## config.mk

```make
export PLATFORM = sky130hd
export DESIGN_NAME = constraint_sample_ctrl_flat
export DESIGN_NICKNAME = d
export VERILOG_FILES = /design/src/rtl/sampler_pkg.sv /design/src/rtl/constraint_sample_ctrl_if.sv /design/src/rtl/sampler_lfsr32.sv /design/src/rtl/constraint_sample_ctrl.sv /design/src/flat_wrapper.sv
export SDC_FILE = /design/constraint.sdc
export NUM_CORES = 2
export LEC_CHECK = 0
export ABC_CLOCK_PERIOD_IN_PS = 3100
export BUFFER_PORTS_ARGS = -buffer_cell sky130_fd_sc_hd__buf_2
export CORE_AREA = 2 2 448 450
export CTS_BUF_LIST = sky130_fd_sc_hd__clkbuf_4
export DETAILED_ROUTE_END_ITERATION = 8
export DIE_AREA = 0 0 450 452
export PLACE_DENSITY_LB_ADDON = 0.15
export SYNTH_ARGS = -nofsm -noshare
export SYNTH_HDL_FRONTEND = slang
export SYNTH_SLANG_ARGS = --single-unit
```

## constraint.sdc

```tcl
create_clock -name clk -period 3.1 [get_ports clk]
set_input_delay 0.31 -clock clk [delete_from_list [all_inputs] [get_ports clk]]
set_output_delay 0.31 -clock clk [all_outputs]
set_load 0.005 [all_outputs]
```

## src/rtl/sampler_pkg.sv

```systemverilog
// sampler_pkg: shared FSM states, LFSR constants and lane helpers for the constraint sampler
package sampler_pkg;
  localparam int LFSR_W = 32;
  localparam logic [LFSR_W-1:0] LFSR_TAPS = 32'h80200003;
  localparam logic [LFSR_W-1:0] LANE_K = 32'h9E3779B9;
  typedef enum logic [2:0] {IDLE, GEN, CHECK, OUT, DONE} state_t;
  function automatic logic [LFSR_W-1:0] galois_step(input logic [LFSR_W-1:0] s);
    return {1'b0, s[LFSR_W-1:1]} ^ (s[0] ? LFSR_TAPS : '0);
  endfunction
  // An all-zero Galois state would lock up, so it is replaced by 1.
  function automatic logic [LFSR_W-1:0] lane_seed(input logic [LFSR_W-1:0] seed, input int unsigned i);
    logic [LFSR_W-1:0] v;
    v = seed ^ (LFSR_W'(i) * LANE_K);
    return (v == '0) ? LFSR_W'(1) : v;
  endfunction
endpackage

```

## src/rtl/constraint_sample_ctrl_if.sv

```systemverilog
// constraint_sample_ctrl_if: accepted-sample valid/ready/data handshake
interface constraint_sample_ctrl_if #(parameter int CAND_W = 512);
  logic sample_valid_o;
  logic sample_ready_i;
  logic [CAND_W-1:0] sample_data_o;
  modport master(output sample_valid_o, output sample_data_o, input sample_ready_i);
  modport slave(input sample_valid_o, input sample_data_o, output sample_ready_i);
endinterface

```

## src/rtl/sampler_lfsr32.sv

```systemverilog
// sampler_lfsr32: one 32-bit Galois LFSR lane with synchronous load and step
module sampler_lfsr32
  import sampler_pkg::*;
(
  input  logic              clk,
  input  logic              rst_n,
  input  logic              load,
  input  logic              step,
  input  logic [LFSR_W-1:0] load_val,
  output logic [LFSR_W-1:0] q
);
  always_ff @(posedge clk or negedge rst_n)
    if (!rst_n) q <= LFSR_W'(1);
    else if (load) q <= load_val;
    else if (step) q <= galois_step(q);
endmodule

```

## src/rtl/constraint_sample_ctrl.sv

```systemverilog
// constraint_sample_ctrl: LFSR candidate generator that retries until an external checker accepts.
// Define SAMPLER_STATS_EN to enable the total_tries_o/accepted_o run statistics.
module constraint_sample_ctrl
  import sampler_pkg::*;
#(
  parameter int CAND_W    = 512,
  parameter int NUM_LANES = CAND_W / 32
) (
  input  logic                      clk,
  input  logic                      rst_n,
  input  logic                      start_i,
  input  logic [31:0]               seed_i,
  input  logic [15:0]               num_samples_i,
  input  logic [15:0]               max_tries_i,
  output logic [CAND_W-1:0]         cand_o,
  input  logic                      sat_i,
  constraint_sample_ctrl_if.master  smp,
  output logic                      busy_o,
  output logic                      done_o,
  output logic                      fail_o,
  output logic [15:0]               tries_o,
  output logic [31:0]               total_tries_o,
  output logic [15:0]               accepted_o
);
  state_t state, state_n;
  logic accept;
  logic [15:0] num_q, max_q, acc_q, tries_n;
  logic [CAND_W-1:0] lane_nxt;
  for (genvar i = 0; i < NUM_LANES; i++) begin : g_lane
    logic [LFSR_W-1:0] q;
    sampler_lfsr32 u_lfsr (
      .clk     (clk),
      .rst_n   (rst_n),
      .load    (accept),
      .step    (state == GEN),
      .load_val(lane_seed(seed_i, i)),
      .q       (q)
    );
    assign lane_nxt[i*LFSR_W +: LFSR_W] = galois_step(q);
  end
  always_comb begin
    state_n = state;
    accept = 1'b0;
    tries_n = (tries_o == 16'hFFFF) ? tries_o : tries_o + 16'd1;
    case (state)
      IDLE: begin
        accept = start_i;
        state_n = !start_i ? IDLE : (num_samples_i != 16'd0) ? GEN : DONE;
      end
      GEN: state_n = CHECK;
      CHECK: state_n = sat_i ? OUT : (max_q != 16'd0 && tries_n == max_q) ? DONE : GEN;
      OUT: state_n = !smp.sample_ready_i ? OUT : (acc_q + 16'd1 == num_q) ? DONE : GEN;
      default: state_n = IDLE;
    endcase
  end
  always_ff @(posedge clk or negedge rst_n)
    if (!rst_n) state <= IDLE;
    else state <= state_n;
  always_ff @(posedge clk or negedge rst_n)
    if (!rst_n) begin
      cand_o <= '0;
      smp.sample_data_o <= '0;
      num_q <= '0;
      max_q <= '0;
      acc_q <= '0;
      tries_o <= '0;
      fail_o <= 1'b0;
    end else begin
      if (accept) begin
        num_q <= num_samples_i;
        max_q <= max_tries_i;
        acc_q <= '0;
        tries_o <= '0;
        fail_o <= 1'b0;
      end
      if (state == GEN) cand_o <= lane_nxt;
      if (state == CHECK && sat_i) smp.sample_data_o <= cand_o;
      if (state == CHECK && !sat_i) begin
        tries_o <= tries_n;
        fail_o <= (state_n == DONE);
      end
      if (state == OUT && smp.sample_ready_i) begin
        acc_q <= acc_q + 16'd1;
        tries_o <= '0;
      end
    end
  assign smp.sample_valid_o = (state == OUT);
  assign busy_o = (state != IDLE);
  assign done_o = (state == DONE);
`ifdef SAMPLER_STATS_EN
  logic [31:0] tot_q;
  always_ff @(posedge clk or negedge rst_n)
    if (!rst_n) tot_q <= '0;
    else if (accept) tot_q <= '0;
    else if (state == CHECK && tot_q != '1) tot_q <= tot_q + 32'd1;
  assign total_tries_o = tot_q;
  assign accepted_o = acc_q;
`else
  assign total_tries_o = '0;
  assign accepted_o = '0;
`endif
endmodule
```

## src/flat_wrapper.sv

```systemverilog
// flat-port wrapper written by rule: the top's interface ports become plain ports
module constraint_sample_ctrl_flat import sampler_pkg::*;
#(
  parameter int CAND_W    = 512,
  parameter int NUM_LANES = CAND_W / 32
)
  (clk, rst_n, start_i, seed_i, num_samples_i, max_tries_i, cand_o, sat_i, busy_o, done_o, fail_o, tries_o, total_tries_o, accepted_o, smp_sample_valid_o, smp_sample_data_o, smp_sample_ready_i);
  constraint_sample_ctrl_if #(.CAND_W(CAND_W)) smp_i ();
  input  logic clk;
  input  logic rst_n;
  input  logic start_i;
  input  logic [31:0] seed_i;
  input  logic [15:0] num_samples_i;
  input  logic [15:0] max_tries_i;
  output logic [CAND_W-1:0] cand_o;
  input  logic sat_i;
  output logic busy_o;
  output logic done_o;
  output logic fail_o;
  output logic [15:0] tries_o;
  output logic [31:0] total_tries_o;
  output logic [15:0] accepted_o;
  output wire logic [$bits(smp_i.sample_valid_o)-1:0] smp_sample_valid_o;
  output wire logic [$bits(smp_i.sample_data_o)-1:0] smp_sample_data_o;
  input wire logic [$bits(smp_i.sample_ready_i)-1:0] smp_sample_ready_i;
  assign smp_sample_valid_o = smp_i.sample_valid_o;
  assign smp_sample_data_o = smp_i.sample_data_o;
  assign smp_i.sample_ready_i = smp_sample_ready_i;
  constraint_sample_ctrl #(.CAND_W(CAND_W), .NUM_LANES(NUM_LANES)) u_core (.clk(clk), .rst_n(rst_n), .start_i(start_i), .seed_i(seed_i), .num_samples_i(num_samples_i), .max_tries_i(max_tries_i), .cand_o(cand_o), .sat_i(sat_i), .smp(smp_i), .busy_o(busy_o), .done_o(done_o), .fail_o(fail_o), .tries_o(tries_o), .total_tries_o(total_tries_o), .accepted_o(accepted_o));
endmodule
```

==> results.md <==
| Item | This run | Unit |
|:---|:---|:---|
| Psw | 36.37 | mW |
| Period utilization | 101.1 | % |
| Max Slew Vio Count | 0 | - |
| Reg clk slew, reported paths | 0.06 | ns |
| Number of placed I/O pins | 1161 | - |
| Highest-count cells in the layout ignoring fill and taps | 1804 x nand2_1, 1587 x dfrtp_1, 1109 x buf_2 | - |
| Yosys Warn Count | 0 | - |
| Cell count after synthesis | 5541 | - |
| Worst Path Arrival | 4.44 | ns |
| Chip Height | 452 | microns |
| Clock Latency Late Sink | 1.43 | ns |
| Starting DRT DRC Count | 4023 | - |
| Slowest cell on the critical path | dlygate4sd3_1 | - |
| Area leader, netlist | dfrtp_1 | - |
| Wire length of the first global-routing pass | 384400 | microns |
| Hold path start | seed_i[18] | - |
| Dominant combinational cell family by area after synthesis | simple AND/OR/NAND/NOR gates | - |
| Proportion of synthesized area in mux cells | 9.240 | % |
| Die outline width | 450 | microns |
| Number of iterations in the first detailed-routing pass | 6 | - |
| Primary FF master, synth | dfrtp_1 | - |
| DRC viols | 0 | - |
| Cell count of the worst hold path | 5 | - |
| Crit Path Category | in -> reg | - |
| Fraction of power consumed by the clock network | 21.3 | % |
| Buffer levels on the longest clock path | 4 | - |
| Sum of buffers and inverters on the critical path | 6 | - |
| Final Net Count | 7236 | - |
| Worst Path Required | 4.41 | ns |
| Share of the yosys chip area belonging to registers | 64.13 | % |
| Worst-Margin Slew | 1.216 | ns |
| Result of the run | finished with violations | - |
| DR vias | 51100 | - |
| Top cell by count, worst path | dlygate4sd3_1 | - |
| Vias per std cell | 5.022 | - |
| Min-Delay Path Class | in -> reg | - |
| Placer congestion estimate | 0.8735 | - |
| Distinct cell type count of the synthesized netlist | 72 | - |
| FF-to-FF path depth | 8 | - |
| Top cells by area, synth | dfrtp_1 63%, nand2_1 11%, mux2_2 9.2% | - |
| Dominant delay contributor by cell family on the critical path | buffers and inverters | - |
| Minimum setup slack in the final design | -0.03468 | ns |
| Total wire length | 271600 | microns |
| Maximum number of pins on one net before global-route repair | 163 | - |
| Layout cell share with drive strength beyond 1 | 35.50 | % |
| Routed len/inst | 26.69 | microns |
| Area delta synth->final | 28.85 | % |
| Post-place setup slack | 0.2161 | ns |
| Port bufs | 1112 | - |
| Maximum level of the CTS H-tree | 5 | - |
| EDFF count, synth | 0 | - |
| Synthesized area per cell | 11.30 | sq um |
| Count of state elements after synthesis | 1604 | - |
| Number of global-route vias before repair | 50980 | - |
| Die area | 0.2034 | sq mm |
| Setup repair after global routing missed its margin | false | - |
| Arithmetic-cell share of the synthesized area counting full adders, half adders and majority gates | 0.03996 | % |
| Worst Hold Slack | 0.1928 | ns |
| Capture endpoint of the worst hold path | u_core.g_lane[10].u_lfsr.q[18] | - |
| Residual overflow from global routing | 0 | - |
| DP HPWL | 193500 | microns |
| XOR/XNOR Fraction of Synth Area | 1.588 | % |
| Total CTS buffers | 456 | - |
| Core Area | 0.1986 | sq mm |
| Max-cap violation count | 0 | - |
| Minimum clock period after layout | 3.135 | ns |
| CTS tree | built | - |
| Worst R2R End | u_core.g_lane[10].u_lfsr.q[0] | - |
| Filler cell count in the final layout | 19870 | - |
| Maximum clock skew at final layout | 0.1608 | ns |
| Startpoint of the worst register-to-register path | u_core.state[2] | - |
| CTS Sinks | 1604 | - |
| CP max FO | 12 | - |
| Switching part of the total power | 39.59 | % |
| Simple-gate share of the synthesized area | 14.39 | % |
| Endpoints failing setup | 1 | - |
| Initial Util | 31.53 | % |
| Critical Path End Type | register | - |
| Startpoint kind of the worst setup timing path | input pin | - |
| Violated checks | negative setup slack | - |
| Slew margin rel. | 18.73 | % |
| Synth Cell Area | 0.06263 | sq mm |
| Cell breakdown of the critical path | dlygate4sd3_1 -> dlygate4sd3_1 -> clkbuf_4 -> nand3_1 -> dlygate4sd3_1 -> or3_1 -> dlygate4sd3_1 -> o311a_1 -> dlygate4sd3_1 -> a21oi_1 | - |
| Total count of hold-check failures in the final report | 0 | - |
| Maximum vdd drop | 0.6377 | mV |
| Fmax | 0.3190 | GHz |
| Area share of the largest cell type after synthesis | 63.45 | % |
| Part of the total power dissipated in sequential elements | 43.5 | % |
| Delay contributed by the slowest stage of the critical path | 0.65 | ns |
| Standard-cell rows | 164 | - |
| Fraction of the mapped netlist area in compound gates | 7.712 | % |
| Logic pwr share | 35.2 | % |
| Most common cell after layout, fill and taps aside | nand2_1 | - |
| Remaining antenna violation count | 0 | - |
| Setup slack of the most critical reg-to-reg path | 0.17 | ns |
| Initial antenna violation count | 43 | - |
| Static Leak | 40.73 | nW |
| Async set-or-reset flop fraction in the synthesized netlist | 100.0 | % |
| Cell-internal power | 55.50 | mW |
| Power per unit of standard cell area | 1139 | mW/mm^2 |
| Tot GR Track Use | 26.13 | % |
| Root Buffer Master | clkbuf_4 | - |
-- layer usage --
metal,wire [microns],vias to the layer above,track usage [%]
met2,130500,2034,42.87
li1,-,22400,-
met3,15980,526,5.125
met4,10370,6,9.794
met5,39,-,0
met1,114700,26130,34.19
-- worst register-to-register path, stage by stage, from the launching register on --
cell and delay [ns]:
dfrtp_2 0.47, nor3_4 0.29, buf_4 0.21, and2_4 0.18
buf_12 0.29, o21ai_1 0.33, dlygate4sd3_1 0.57, o21ai_0 0.06
dlygate4sd3_1 0.57
-- power groups by stage --
stage	clock, mW	sequential, mW	combinational, mW
6_report	19.5	40.0	32.4
5_1_grt	21.3	41.0	35.6
4_1_cts	20.2	40.0	32.8
3_5_place_dp	0	40.2	32.3
3_3_place_gp	0	40.1	31.8
2_1_floorplan	0	36.6	17.7
-- final cells by class --
type	instances	area, sq um	area share, %
inverters	14	52.55	0.06513
repair buffers	1538	10360	12.84
flip-flops and latches	1604	40160	49.77
diodes	18	45.04	0.05582
well taps	2656	3323	4.118
multi-input cells	3551	21130	26.18
clock buffers	700	5255	6.513
clock inverters	94	369.1	0.4574
-- registers in the layout (all words and copies together) (netlist names) --
name and count:
u_core.max_q 16, u_core.num_q 16, u_core.fail_o 1, u_core.tries_o 16, u_core.g_lane.u_lfsr.q 512, u_core.smp.sample_data_o 512, u_core.cand_o 512, u_core.state 3
u_core.acc_q 16
-- through the flow --
stage,cells,utilization (%),TNS [ns],cell area (sq um),power [mW]
4_1_cts,10160,40.59,0,80630,93.01
3_5_place_dp,9162,36.74,0,72980,72.50
5_1_grt,10170,40.62,0,80680,97.98
2_1_floorplan,5588,-,0,62800,54.29
6_report,10180,40.62,-0.03468,80690,91.87
3_3_place_gp,9162,36.74,0,72980,71.96
-- what timing repair did --
item / CTS / global route
hold endpoints to repair: 2593 / 9
pin swaps: 1 / 0
buffers inserted: 1 / 0
endpoints found under the setup margin: 1 / 2
resized for setup: 3 / 3
hold buffers: 199 / 1
-- cells by family (layout without fill, tap and decap cells) --
kind of cell,Yosys count,in the layout
AND/OR/NAND/NOR,2239,2239
flip-flops,1604,1604
AO/OA/AOI/OAI,636,636
multiplexers,514,514
buffers and inverters,433,2346
XOR/XNOR,112,112
adder cells (fa/ha/maj),2,2
other,1,66
-- Yosys cell counts (5+ instances only) --
library cell,n
a21oi_1,22
a221o_1,226
a31oi_1,243
and3_1,31
and4_1,6
buf_1,24
buf_2,6
buf_4,48
clkbuf_1,341
dfrtp_1,1588
dfstp_2,16
inv_1,14
mux2_2,513
nand2_1,1806
nand2b_1,9
nand3_1,39
nand4_1,19
nor2_1,214
nor2b_1,11
nor3_1,24
nor4_1,29
o21ai_0,69
o31ai_1,38
or3_1,10
or4_1,5
xnor2_1,55
xor2_1,56
-- worst max path at each step --
stage | start | endpoint | slack, ns | cells past startpoint
detailed placement | u_core.state[0] | u_core.g_lane[1].u_lfsr.q[5] | 0.22 | 7
finish | seed_i[0] | u_core.g_lane[15].u_lfsr.q[0] | -0.03 | 10
global route | u_core.tries_o[0] | u_core.state[0] | 0.04 | 10
CTS | u_core.state[2] | busy_o | 0.004 | 4
floorplan | u_core.tries_o[0] | u_core.fail_o | 0.46 | 10
global placement | u_core.tries_o[0] | u_core.state[0] | 0.09 | 10
Power figures use the tool's default switching activity.
